==> src/rtl/mod997_pkg.sv <==
// Shared constants, FSM state type and the term pre-reduce helper for the
// mod-997 residue accumulator slice. The modulus bounds every result, the
// residue width covers any LUT output, the frame holds one partial residue
// per 6-bit chunk of the 300-bit operand, and the counter is wide enough to
// index every term of a frame.
package mod997_pkg;

  localparam int unsigned MOD     = 997;
  localparam int unsigned RES_W   = 10;
  localparam int unsigned N_TERMS = 50;
  localparam int unsigned CNT_W   = 6;

  typedef enum logic [0:0] {
    ACCUM = 1'b0,
    DONE  = 1'b1
  } state_e;

  // A LUT output can exceed the modulus by at most 1023-997, so one
  // conditional subtract brings any RES_W-bit value into 0..m-1.
  function automatic logic [RES_W-1:0] pre_reduce(input logic [RES_W-1:0] r,
                                                  input logic [RES_W-1:0] m);
    logic [RES_W-1:0] t;
    if (r >= m) begin
      t = r - m;
    end else begin
      t = r;
    end
    return t;
  endfunction

endpackage

==> src/rtl/mod997_residue_accumulator_if.sv <==
// Stream interface of the residue accumulator.
//   in_valid/in_ready/in_residue          : one partial residue per handshake
//   out_valid/out_ready/out_residue       : completed frame result
//   out_range_err                         : some term of the frame was >= MOD
// slave  : the accumulator side
// master : the producer/consumer side (LUT array and result sink)
interface mod997_residue_accumulator_if;
  import mod997_pkg::*;

  logic             in_valid;
  logic             in_ready;
  logic [RES_W-1:0] in_residue;
  logic             out_valid;
  logic             out_ready;
  logic [RES_W-1:0] out_residue;
  logic             out_range_err;

  modport slave (
    input  in_valid, in_residue, out_ready,
    output in_ready, out_valid, out_residue, out_range_err
  );

  modport master (
    output in_valid, in_residue, out_ready,
    input  in_ready, out_valid, out_residue, out_range_err
  );

endinterface

==> src/rtl/mod997_add.sv <==
// Combinational modular adder: sum = (a + b) mod MOD for a, b < MOD.
//   a, b : operands, each already reduced below MOD
//   sum  : reduced result
// The raw sum is below 2*MOD, so one extra bit and one conditional subtract
// are enough. Shared with the tree-reduction variant of the reducer.
module mod997_add #(
  parameter int unsigned MOD   = mod997_pkg::MOD,
  parameter int unsigned RES_W = mod997_pkg::RES_W
) (
  input  logic [RES_W-1:0] a,
  input  logic [RES_W-1:0] b,
  output logic [RES_W-1:0] sum
);

  localparam logic [RES_W:0] MOD_W = (RES_W + 1)'(MOD);

  logic [RES_W:0] raw_s;

  // Wide add followed by a single conditional subtract of the modulus.
  always_comb begin
    raw_s = {1'b0, a} + {1'b0, b};
    if (raw_s >= MOD_W) begin
      sum = RES_W'(raw_s - MOD_W);
    end else begin
      sum = raw_s[RES_W-1:0];
    end
  end

endmodule

==> src/rtl/mod997_residue_accumulator.sv <==
// Serial mod-997 accumulator behind the 50 chunk residue LUTs.
//   clk  : rising-edge clock
//   rst  : synchronous active-high reset, discards any partial frame
//   bus  : slave side of the residue stream (terms in, frame result out)
// Terms are accepted one per cycle in ACCUM; the N_TERMS-th accept latches
// the frame result and moves to DONE, which holds it until out_ready.
module mod997_residue_accumulator #(
  parameter int unsigned MOD     = mod997_pkg::MOD,
  parameter int unsigned RES_W   = mod997_pkg::RES_W,
  parameter int unsigned N_TERMS = mod997_pkg::N_TERMS,
  parameter int unsigned CNT_W   = mod997_pkg::CNT_W
) (
  input logic                           clk,
  input logic                           rst,
  mod997_residue_accumulator_if.slave   bus
);

  localparam logic [RES_W-1:0] MOD_V    = RES_W'(MOD);
  localparam logic [CNT_W-1:0] LAST_CNT = CNT_W'(N_TERMS - 1);

  mod997_pkg::state_e state_r;
  mod997_pkg::state_e state_nxt_s;

  logic [RES_W-1:0] acc_r;
  logic [CNT_W-1:0] cnt_r;
  logic             err_r;
  logic [RES_W-1:0] out_residue_r;
  logic             out_range_err_r;

  logic [RES_W-1:0] term_s;
  logic [RES_W-1:0] sum_s;
  logic             term_err_s;
  logic             err_nxt_s;
  logic             accept_s;
  logic             last_s;
  logic             release_s;

  // Handshake decode and term conditioning for the current cycle.
  always_comb begin
    accept_s   = bus.in_valid && (state_r == mod997_pkg::ACCUM);
    last_s     = (cnt_r == LAST_CNT);
    release_s  = bus.out_ready && (state_r == mod997_pkg::DONE);
    term_err_s = (bus.in_residue >= MOD_V);
    err_nxt_s  = err_r | term_err_s;
    term_s     = mod997_pkg::pre_reduce(bus.in_residue, MOD_V);
  end

  mod997_add #(
    .MOD   (MOD),
    .RES_W (RES_W)
  ) u_add (
    .a   (acc_r),
    .b   (term_s),
    .sum (sum_s)
  );

  // Next-state logic: the frame ends on the accept that sees the last count.
  always_comb begin
    state_nxt_s = state_r;
    case (state_r)
      mod997_pkg::ACCUM: begin
        if (accept_s && last_s) begin
          state_nxt_s = mod997_pkg::DONE;
        end else begin
          state_nxt_s = mod997_pkg::ACCUM;
        end
      end
      mod997_pkg::DONE: begin
        if (release_s) begin
          state_nxt_s = mod997_pkg::ACCUM;
        end else begin
          state_nxt_s = mod997_pkg::DONE;
        end
      end
      default: state_nxt_s = mod997_pkg::ACCUM;
    endcase
  end

  // State, running sum, term count, sticky error and result registers.
  always_ff @(posedge clk) begin
    if (rst) begin
      state_r         <= mod997_pkg::ACCUM;
      acc_r           <= '0;
      cnt_r           <= '0;
      err_r           <= 1'b0;
      out_residue_r   <= '0;
      out_range_err_r <= 1'b0;
    end else begin
      state_r <= state_nxt_s;
      if (accept_s) begin
        acc_r <= sum_s;
        err_r <= err_nxt_s;
        if (last_s) begin
          cnt_r           <= '0;
          out_residue_r   <= sum_s;
          out_range_err_r <= err_nxt_s;
        end else begin
          cnt_r <= cnt_r + CNT_W'(1);
        end
      end else if (release_s) begin
        // Result consumed: open a fresh frame.
        acc_r <= '0;
        err_r <= 1'b0;
      end else begin
        acc_r <= acc_r;
      end
    end
  end

  // Ready/valid are pure decodes of the state register, so there is no
  // combinational path from out_ready to in_ready.
  assign bus.in_ready      = (state_r == mod997_pkg::ACCUM);
  assign bus.out_valid     = (state_r == mod997_pkg::DONE);
  assign bus.out_residue   = out_residue_r;
  assign bus.out_range_err = out_range_err_r;

endmodule

==> src/flat_wrapper.sv <==
// flat-port wrapper written by rule: the top's interface ports become plain ports
module mod997_residue_accumulator_flat 
#(
  parameter int unsigned MOD     = mod997_pkg::MOD,
  parameter int unsigned RES_W   = mod997_pkg::RES_W,
  parameter int unsigned N_TERMS = mod997_pkg::N_TERMS,
  parameter int unsigned CNT_W   = mod997_pkg::CNT_W
)
  (clk, rst, bus_in_valid, bus_in_residue, bus_out_ready, bus_in_ready, bus_out_valid, bus_out_residue, bus_out_range_err);
  mod997_residue_accumulator_if bus_i ();
  input logic clk;
  input logic rst;
  input wire logic [$bits(bus_i.in_valid)-1:0] bus_in_valid;
  input wire logic [$bits(bus_i.in_residue)-1:0] bus_in_residue;
  input wire logic [$bits(bus_i.out_ready)-1:0] bus_out_ready;
  output wire logic [$bits(bus_i.in_ready)-1:0] bus_in_ready;
  output wire logic [$bits(bus_i.out_valid)-1:0] bus_out_valid;
  output wire logic [$bits(bus_i.out_residue)-1:0] bus_out_residue;
  output wire logic [$bits(bus_i.out_range_err)-1:0] bus_out_range_err;
  assign bus_i.in_valid = bus_in_valid;
  assign bus_i.in_residue = bus_in_residue;
  assign bus_i.out_ready = bus_out_ready;
  assign bus_in_ready = bus_i.in_ready;
  assign bus_out_valid = bus_i.out_valid;
  assign bus_out_residue = bus_i.out_residue;
  assign bus_out_range_err = bus_i.out_range_err;
  mod997_residue_accumulator #(.MOD(MOD), .RES_W(RES_W), .N_TERMS(N_TERMS), .CNT_W(CNT_W)) u_core (.clk(clk), .rst(rst), .bus(bus_i));
endmodule
==> config.mk <==
export PLATFORM = sky130hd
export DESIGN_NAME = mod997_residue_accumulator_flat
export DESIGN_NICKNAME = d
export VERILOG_FILES = /design/src/rtl/mod997_pkg.sv /design/src/rtl/mod997_residue_accumulator_if.sv /design/src/rtl/mod997_add.sv /design/src/rtl/mod997_residue_accumulator.sv /design/src/flat_wrapper.sv
export SDC_FILE = /design/constraint.sdc
export NUM_CORES = 1
export LEC_CHECK = 0
export ABC_AREA = 1
export CAP_MARGIN = 0
export CORE_AREA = 2 2 72 74
export DETAILED_ROUTE_END_ITERATION = 7
export DIE_AREA = 0 0 74 76
export GPL_TIMING_DRIVEN = 0
export PLACE_DENSITY_LB_ADDON = 0.08
export SLEW_MARGIN = 25
export SYNTH_ARGS = -nofsm -noshare
export SYNTH_HDL_FRONTEND = slang
export SYNTH_SLANG_ARGS = --single-unit
==> constraint.sdc <==
create_clock -name clk -period 3.1 [get_ports clk]
set_input_delay 0.31 -clock clk [delete_from_list [all_inputs] [get_ports clk]]
set_output_delay 0.31 -clock clk [all_outputs]
set_load 0.02 [all_outputs]
==> results.md, run 1 <==
- Clock power frac: 16.5%
- First-pass GRT wire length: 9520 µm
- Adder-cell area share of the yosys netlist: 9.95%
- Max incr delay on CP: 390 ps
- Worst-margin pin slew: 595 ps
- Critical path endpoint category: flop
- Slew headroom: 60.3%
- # hold bufs at CTS: 0
- Core ar.: 4910 µm²
- Die Height: 76 µm
- Combinational Power Share: 60.5%
- Overflow after GRT: 0
- Psw: 835 µW
- Critical path arrival: 3080 ps
- Internal Power: 1060 µW
- Post-Syn Instances: 365
- Via count: 2,363
- FF-to-FF End: u_core.acc_r[6]
- Sw Share: 44.1%
- Io pins: 27
- Top cells by area, synth: dfxtp_1 25%, nand2_1 20%, inv_1 9.1%, ha_1 9.1%, nand3_1 4.9%
- Critical path fanouts, max: 5
- Hold endpoint: u_core.bus.out_residue[1]
- Hold depth: 2
- Register bit total from synthesis: 29
- Synth-to-layout area growth: 38.6%
- Library cells used by synthesis: 37
- Leakage: 0.00157 µW
- Final setup TNS: 0 ps
- Outcome: finished, final reports clean
- Routed WL: 5690 µm
- CTS root buf: clkbuf_8
- Cell Chain, Critical Path: buf_6, inv_4, nor3_4, o21ai_4, nand2_4, xor2_2, ha_2, inv_2, fa_2, inv_2, nand3_2, nand2_4, xor2_4, nor2_4, nor2_4, nand3_4, buf_6, nand4_1, nand2_2, nand2_1, a21oi_1
- Setup-failing EPs final: 0
- Unrepaired setup endpoints after global routing: true
- Hold path start: u_core.bus.out_residue[1]
- Post-synthesis compound-gate area fraction: 7.92%
- Htree depth: 2
- Layout cells sized above 1: 28.2%
- Critical path class: input pin to flop
- Antenna diodes: 0
- Seq pwr share: 23.1%
- Routability cong.: 0.783
- Initial antenna violation count: 0
- Peak Freq: 340 MHz
- DIE AREA: 5620 µm²
- Iteration-0 DRC count of the detailed router: 128
- CTS Buffer Depth: 2
- Post-synthesis simple-gate area fraction: 40.6%
- Clock buffer count from CTS: 5
- Register area: 581 µm²
- CTS tree: done
- Slew Viols, Final: 0
- Vias per cell: 4.83
- R2r worst-path depth: 15
- Wirelength per Cell: 11.6 µm
- CP max stage cell: fa_2
- Cell taking the most area after synthesis: dfxtp_1
- Multi-input logic area: 1800 µm²
- Clk pin slew, worst setup/hold paths: 60 ps
- Syn Area/Cell: 6.41 µm²
- Worst vdd ir: 0.306 mV
- Seq/Total Area, Yosys: 24.8%
- Ys Warns: 0
- Hold Path Class: flop to flop
- Initial core utilization: 47.6%
- Final worst-path cycle share: 94.8%
- # nets final: 451
- # clock sinks: 29
- Final hold vios: 0
- CP Launch Type: input pin
- Primary FF master, synth: dfxtp_1
- DIE WIDTH: 74 µm
- GRT Overall Usage: 21.3%
- Largest family of logic cells by synthesized area: simple AND/OR/NAND/NOR gates
- Crit Reg-Reg Startpoint: u_core.acc_r[0]
- Number of global-route vias before repair: 2,218
- Site row count: 26
- Fraction of synthesized area in multiplexers: 0%
- Pin count of the biggest net entering global routing: 11
- Detailed Routing Iterations Pass 1: 4
- EDFF count, synth: 0
- Port bufs: 26
- Worst R2R Setup Slack: 670 ps
- DP Wirelength: 4180 µm
- Critical Path RT: 3240 ps
- # fillers: 452
- Synth Net Count: 397
- DRC Markers: 0
- Most common cell in the netlist: nand2_1
- Top delay family on crit path: simple AND/OR/NAND/NOR gates
- Synth top area share: 24.8%
- PD cells: 584 nW/µm²
- Max Cap Viol: 0
- Synth async-reset ratio: 0%
- Synth top cells by count: 123 x nand2_1, 57 x inv_1, 29 x dfxtp_1, 24 x nor2_1, 23 x nand3_1
- Clock period minus final worst setup slack: 2940 ps
- Clk Latency, worst-skew pair: 280 ps
- Clk_skew: 5.33 ps
- Buf/Inv on CP: 5
- Synth Area in XOR/XNOR: 5.51%
- Hold WS: 447 ps
- Post-route ant nets: 0
- Synth Cell Area: 2340 µm²
-- tightest hold or removal path: stages (launching register included) --
cell and delay [ps]:
dfxtp_1 310, nand2_1 60, nand2_1 40
-- registers in the layout, summed over array words and instances, names as in the netlist --
register,flops
u_core.acc_r,10
u_core.bus.out_range_err,1
u_core.bus.out_residue,10
u_core.bus.out_valid,1
u_core.cnt_r,6
u_core.err_r,1
-- through the flow --
step	cells	total power, µW	utilization (%)	setup slack, ps	instance area (µm²)
5_1_grt	489	2050	66.0	-13.6	3240
3_5_place_dp	461	1330	54.9	-992	2700
4_1_cts	484	1790	62.8	9.73	3090
2_1_floorplan	365	1160	-	10.1	2350
3_3_place_gp	461	1320	54.9	-958	2700
6_report	489	1890	66.0	160	3240
-- worst max-delay path by stage --
stage / from / endpoint / slack, ps / cells after the start
4_1_cts: bus_in_residue[7] / u_core.acc_r[8] / 10 / 21
3_3_place_gp: bus_in_residue[6] / u_core.acc_r[6] / -960 / 23
5_1_grt: bus_in_residue[5] / u_core.acc_r[5] / -10 / 24
2_1_floorplan: bus_in_residue[1] / u_core.acc_r[4] / 10 / 23
3_5_place_dp: bus_in_residue[0] / u_core.acc_r[6] / -990 / 24
6_report: bus_in_residue[5] / u_core.acc_r[6] / 160 / 21
-- layout make-up --
cell class / instances / share of cell area (%)
multi-input combinational: 271 / 55.6
sequential: 29 / 17.9
timing repair buffer: 45 / 12.6
inverter: 60 / 7.18
tap: 70 / 2.70
clock buffer: 7 / 2.66
buffer: 7 / 1.31
-- cell families (layout without fill, tap and decap cells) --
group,count (synthesis),after routing
AOI/OAI and AO/OA,31,31
xor gates and xnor gates,13,13
adders and majority gates,18,18
buffers and inverters,67,119
DFF,29,29
and+or+nand+nor,207,209
-- metal layers --
| metal | global-route usage, % | vias up | wire length (µm) |
|---|---|---|---|
| met5 | 0 | - | 0 |
| met4 | 6.36 | 0 | 88 |
| met3 | 3.97 | 8 | 174 |
| met2 | 36.4 | 41 | 2920 |
| met1 | 26.6 | 1059 | 2500 |
| li1 | - | 1255 | - |
-- cell usage in the layout, fill, tap and decap left out, drive strengths merged --
cell type and n:
fa 1, o21ai 7, clkbuf 13, inv 59, a21oi 21, a211oi 1
nor3 5, xor2 9, ha 17, nand4 12, xnor2 4, and2 1
nand2 131, clkdlybuf4s50 16, nor3b 3, clkinv 1, nand3 27, buf 30
o31ai 1, dfxtp 29, o21a 1, or2 2, nor2 28
-- what timing repair did --
action	in CTS	in global routing
buffers inserted	13	5
pin swaps	20	29
endpoints found under the setup margin	20	20
cloned	3	0
resized for setup	64	58
-- power by group through the flow --
stage	Sequential [µW]	Combinational [µW]	Clock (µW)
global placement	442	873	0
floorplan	432	724	0
finish	437	1140	312
global route	439	1270	339
detailed placement	443	885	0
CTS	437	1040	317
Power figures use the tool's default switching activity.
==> run 2, diff against run 1 <==
clock period = 2.4 ns   (was 3.1 ns; I/O delays follow)
==> run 2 against run 1 <==
Against the previous run: the flow now finishes with violations (setup timing); sequential power increased by 29%; global-route usage is 2.4 points higher; sequential share of layout area down 0.72 points; count of clock-buffer cells in the layout shrank 1; critical path type unchanged; critical endpoint is now u_core.acc_r[8]; largest cell class unchanged.
==> results.md, run 2 (synthesis results as in run 1) <==
- Iteration-0 DRC count of the detailed router: 132
- Clk pin slew, worst setup/hold paths: 60 ps
- Register area: 581 µm²
- Multi-input logic area: 1810 µm²
- Psw: 1170 µW
- PD cells: 772 nW/µm²
- Routed WL: 6290 µm
- Worst-margin pin slew: 571 ps
- Worst vdd ir: 0.345 mV
- Final Core Density: 68.7%
- R2r worst-path depth: 17
- Final worst-path cycle share: 123%
- DIE WIDTH: 74 µm
- Die Height: 76 µm
- Most frequent cells in the layout: 108 x nand2_1, 50 x inv_1, 31 x buf_4, 29 x dfxtp_1, 19 x nand2_2
- Post-route ant nets: 0
- Port bufs: 26
- Wirelength per Cell: 12.4 µm
- Failing checks: setup timing
- # fillers: 433
- Peak Freq: 340 MHz
- # nets final: 467
- Slew Viols, Final: 0
- CP max stage cell: fa_2
- Total Power: 2610 µW
- Clock period minus final worst setup slack: 2950 ps
- Max incr delay on CP: 410 ps
- DRC Markers: 0
- Leakage: 0.00166 µW
- Antenna diodes: 0
- Via count: 2,526
- Final worst slack: -545 ps
- # hold bufs at CTS: 0
- CP Launch Type: input pin
- Initial core utilization: 47.6%
- Max Cap Viol: 0
- Buf/Inv on CP: 6
- Top delay family on crit path: simple AND/OR/NAND/NOR gates
- Io pins: 27
- CTS Buffer Depth: 2
- Unrepaired setup endpoints after global routing: true
- Internal Power: 1440 µW
- Core ar.: 4910 µm²
- Detailed Routing Iterations Pass 1: 7
- Htree depth: 2
- Routability cong.: 0.836
- CTS root buf: clkbuf_8
- GR Layer Usage met1: 29.6%
- Met3 usage: 3.70%
- Hold Path Class: flop to flop
- Seq pwr share: 21.7%
- Critical path arrival: 3090 ps
- Hold depth: 2
- Site row count: 26
- Final hold vios: 0
- First-pass GRT wire length: 10,600 µm
- Crit-path most repeated cell: nand2_1
- Synth-to-layout area growth: 44.4%
- Met2 GRT Util: 40.6%
- Clock buffer count from CTS: 5
- Critical path class: input pin to flop
- Commonest non-fill, non-tap cell in the layout: nand2_1
- DIE AREA: 5620 µm²
- Vias per cell: 4.99
- Critical path fanouts, max: 4
- Setup-failing EPs final: 20
- Cell Chain, Critical Path: buf_2, inv_2, nor3_4, buf_4, o21ai_4, nand2_4, xor2_2, ha_2, inv_2, fa_2, inv_2, nand3_2, nand2_4, xor2_4, buf_4, nor2_1, nor2_2, nand2_1, nand2_1, nand2_1, nand2_1, nand2_1, nand2_2, a21oi_2
- DP Wirelength: 4090 µm
- Layout cells sized above 1: 31.2%
- GRT Overall Usage: 23.7%
- Initial antenna violation count: 0
- Hold WS: 447 ps
- Clock power frac: 14.7%
- Slew headroom: 61.9%
- Critical Path RT: 2540 ps
- Number of global-route vias before repair: 2,427
- WP depth: 24
- CTS tree: done
- Layer with the highest usage: met2
- Critical path endpoint category: flop
- Sw Share: 44.9%
- Clk_skew: 4.75 ps
- Combinational Power Share: 63.7%
- Overflow after GRT: 0
- Pin count of the biggest net entering global routing: 11
- Outcome: finished, violations left
- Clk Latency, worst-skew pair: 280 ps
- # clock sinks: 29
-- run 2: cell count changes in the layout (fill, tap and decap cells not counted), moves of 2 or more --
cell and delta:
clkbuf_2 -3, buf_4 +15, inv_4 -2, nand3_1 -4, nand3_2 +5, buf_6 -3
clkinv_2 +2, buf_2 +5
-- run 2: final cells by class --
cell class,count,area share (%)
repair buffers,61,15.7
clock inverters,2,0.296
clock buffers,6,2.15
multi-input cells,271,53.5
flip-flops and latches,29,17.2
well taps,70,2.59
plain buffers,7,1.26
inverters,60,7.22
-- run 2: per-layer routing --
metal	wire length (µm)	vias up
li1	-	1291
met1	2920	1145
met2	3000	74
met3	219	16
met4	152	0
met5	0	-
-- run 2: what timing repair did --
item	in CTS	in global routing
setup buffers	29	5
setup endpoints to repair	20	20
cloned	3	0
gates resized for setup	87	13
endpoints found under the hold margin	0	0
pin swaps	35	18
-- run 2: power groups by stage --
stage | clock network [µW] | logic, µW | registers (µW)
after floorplan | 0 | 984 | 560
after global placement | 0 | 1170 | 573
after detailed placement | 0 | 1190 | 573
after CTS | 389 | 1530 | 565
after global routing | 404 | 1810 | 570
final | 382 | 1660 | 565
-- run 2: final timing paths --
| check | start | to | slack (ps) |
|---|---|---|---|
| worst max-delay path | bus_in_residue[5] | u_core.acc_r[8] | -550 |
| worst max register to register | u_core.acc_r[0] | u_core.acc_r[8] | -90 |
| worst min-delay path | u_core.bus.out_residue[5] | u_core.bus.out_residue[5] | 450 |
| worst min register to register | u_core.bus.out_residue[5] | u_core.bus.out_residue[5] | 450 |
-- run 2: worst min-delay path: cells and delay by family, from the launching register on --
kind / cells / cell delay (ps)
flip-flops: 1 / 310
AND/OR/NAND/NOR: 2 / 100
-- run 2: through the flow --
step / TNS (ps) / cells / area [µm²] / setup WS [ps]
2_1_floorplan: -6920 / 365 / 2450 / -387
3_3_place_gp: -25900 / 461 / 2800 / -1380
3_5_place_dp: -26600 / 461 / 2800 / -1390
4_1_cts: -6910 / 501 / 3300 / -397
5_1_grt: -12660 / 506 / 3380 / -702
6_report: -8920 / 506 / 3380 / -545
==> run 3, diff against run 2 <==
clock period = 2.67 ns   (was 2.4 ns; I/O delays follow)
==> run 3 against run 2 <==
Against the previous run: the run still ends with setup timing left; register-to-register slack improved by 300 ps; sequential cell count stayed put; via count decreased by 0.48%; sequential share of layout area hardly changed; die area did not move; count of clock-buffer cells in the layout stayed put; power down 10%; non-clock buffer count did not move; worst setup slack better by 280 ps.
==> results.md, run 3 (synthesis results as in run 1) <==
- DRC Markers: 0
- Clock power frac: 14.8%
- Critical Path RT: 2820 ps
- Hold path start: u_core.bus.out_residue[5]
- Clk Latency, worst-skew pair: 280 ps
- Wirelength per Cell: 12.4 µm
- PD cells: 693 nW/µm²
- Max incr delay on CP: 410 ps
- WL met1: 2900 µm
- Die Height: 76 µm
- CTS Buffer Depth: 2
- Crit Reg-Reg Startpoint: u_core.acc_r[0]
- Final worst slack: -269 ps
- Unrepaired setup endpoints after global routing: true
- Io pins: 27
- Total Power: 2340 µW
- Final hold vios: 0
- Buf/Inv on CP: 6
- Clock period minus final worst setup slack: 2940 ps
- Routed WL: 6290 µm
- # nets final: 467
- Max Cap Viol: 0
- Detailed Routing Iterations Pass 1: 4
- Pin count of the biggest net entering global routing: 11
- # clock sinks: 29
- Outcome: finished, violations left
- Top delay family on crit path: simple AND/OR/NAND/NOR gates
- Initial antenna violation count: 0
- Crit-path most repeated cell: nand2_1
- DIE AREA: 5620 µm²
- First-pass GRT wire length: 10,600 µm
- Metal2 WL: 3030 µm
- Slew headroom: 62.0%
- Initial core utilization: 47.6%
- Final worst-path cycle share: 110%
- Psw: 1050 µW
- Synth-to-layout area growth: 44.2%
- Register area: 581 µm²
- Hold Path Class: flop to flop
- Critical path fanouts, max: 4
- Critical path origin: bus_in_residue[5]
- Sw Share: 44.8%
- Worst vdd ir: 0.310 mV
- Commonest non-fill, non-tap cell in the layout: nand2_1
- Clock buffer count from CTS: 5
- Critical path class: input pin to flop
- Critical path endpoint category: flop
- CTS root buf: clkbuf_8
- CTS tree: done
- Leakage: 0.00166 µW
- DIE WIDTH: 74 µm
- Routability cong.: 0.836
- Number of global-route vias before repair: 2,430
- Via count: 2,514
- Clk pin slew, worst setup/hold paths: 60 ps
- Core ar.: 4910 µm²
- Metal3 WL: 204 µm
- Failing checks: setup timing
- Slew Viols, Final: 0
- Htree depth: 2
- Combinational Power Share: 63.5%
- Setup-failing EPs final: 20
- Internal Power: 1290 µW
- Iteration-0 DRC count of the detailed router: 137
- Layout cells sized above 1: 31.0%
- Critical path arrival: 3090 ps
- Final Cell Area: 3370 µm²
- Most frequent cells in the layout: 108 x nand2_1, 50 x inv_1, 31 x buf_4, 29 x dfxtp_1, 19 x nand2_2
- CP Launch Type: input pin
- Overflow after GRT: 0
- DP Wirelength: 4090 µm
- Multi-input logic area: 1800 µm²
- Cell Chain, Critical Path: buf_2, inv_2, nor3_4, buf_4, o21ai_4, nand2_4, xor2_2, ha_2, inv_2, fa_2, inv_2, nand3_2, nand2_4, xor2_4, buf_4, nor2_1, nor2_2, nand2_1, nand2_1, nand2_1, nand2_1, nand2_1, nand2_2, a21oi_2
- Top Layer Used: met4
- DP Area: 2800 µm²
- Post-route ant nets: 0
- Vias per cell: 4.97
- GRT Overall Usage: 23.7%
- CP max stage cell: fa_2
- # fillers: 434
- Antenna diodes: 0
- Worst-margin pin slew: 570 ps
- Site row count: 26
- Seq pwr share: 21.7%
- Port bufs: 26
- Peak Freq: 340 MHz
- Clk_skew: 4.27 ps
[run 3: cell counts in the layout (fill, tap and decap cells not counted)]
No cell type changed its count.
[run 3: path summary, 6_finish.rpt]
check / end / slack, ps / depth (start not counted)
max: u_core.acc_r[8] / -270 / 24
min: u_core.bus.out_residue[5] / 450 / 2
max reg2reg: u_core.acc_r[8] / 210 / 17
min reg2reg: u_core.bus.out_residue[5] / 450 / 2
[run 3: power groups by stage]
stage / sequential [µW] / combinational [µW] / clock (µW)
after floorplan: 504 / 884 / 0
after global placement: 515 / 1050 / 0
after detailed placement: 515 / 1070 / 0
after CTS: 508 / 1370 / 350
after global routing: 512 / 1620 / 363
final: 508 / 1480 / 345
[run 3: what timing repair did]
action,4_1_cts,5_1_grt
buffers inserted,29,5
hold buffers,0,0
endpoints found under the hold margin,0,0
cloned,3,0
endpoints found under the setup margin,20,20
resized for setup,86,13
pin swaps,35,18
[run 3: layer usage]
layer  up-vias  track usage, %
met2        69            40.7
met3        15            3.70
li1       1287               -
met5         -               0
met1      1143            29.6
met4         0            7.64
[run 3: metrics by stage]
stage | TNS (ps) | setup WS [ps] | instances | hold slack [ps] | utilization (%)
5_1_grt | -7820 | -459 | 506 | 463 | 68.6
2_1_floorplan | -2060 | -144 | 365 | 329 | -
3_5_place_dp | -21740 | -1150 | 461 | 439 | 57.0
4_1_cts | -2040 | -154 | 501 | 453 | 67.0
6_report | -3870 | -269 | 506 | 448 | 68.6
3_3_place_gp | -21040 | -1130 | 461 | 435 | 57.0
[run 3: worst register-to-register path, stage by stage, from the launching register on]
cell and delay, ps:
dfxtp_1 330, ha_2 190, inv_2 40, fa_2 410
inv_2 90, nand3_2 80, nand2_4 100, xor2_4 230
buf_4 160, nor2_1 40, nor2_2 160, nand2_1 100
nand2_1 70, nand2_1 50, nand2_1 70, nand2_1 80
nand2_2 80, a21oi_2 50
[run 3: layout make-up]
class | instances | area share [%]
multi-input cells | 271 | 53.5
clock inverters | 2 | 0.297
inverters | 60 | 7.24
plain buffers | 7 | 1.26
well taps | 70 | 2.60
flip-flops and latches | 29 | 17.2
clock buffers | 6 | 2.15
repair buffers | 61 | 15.8
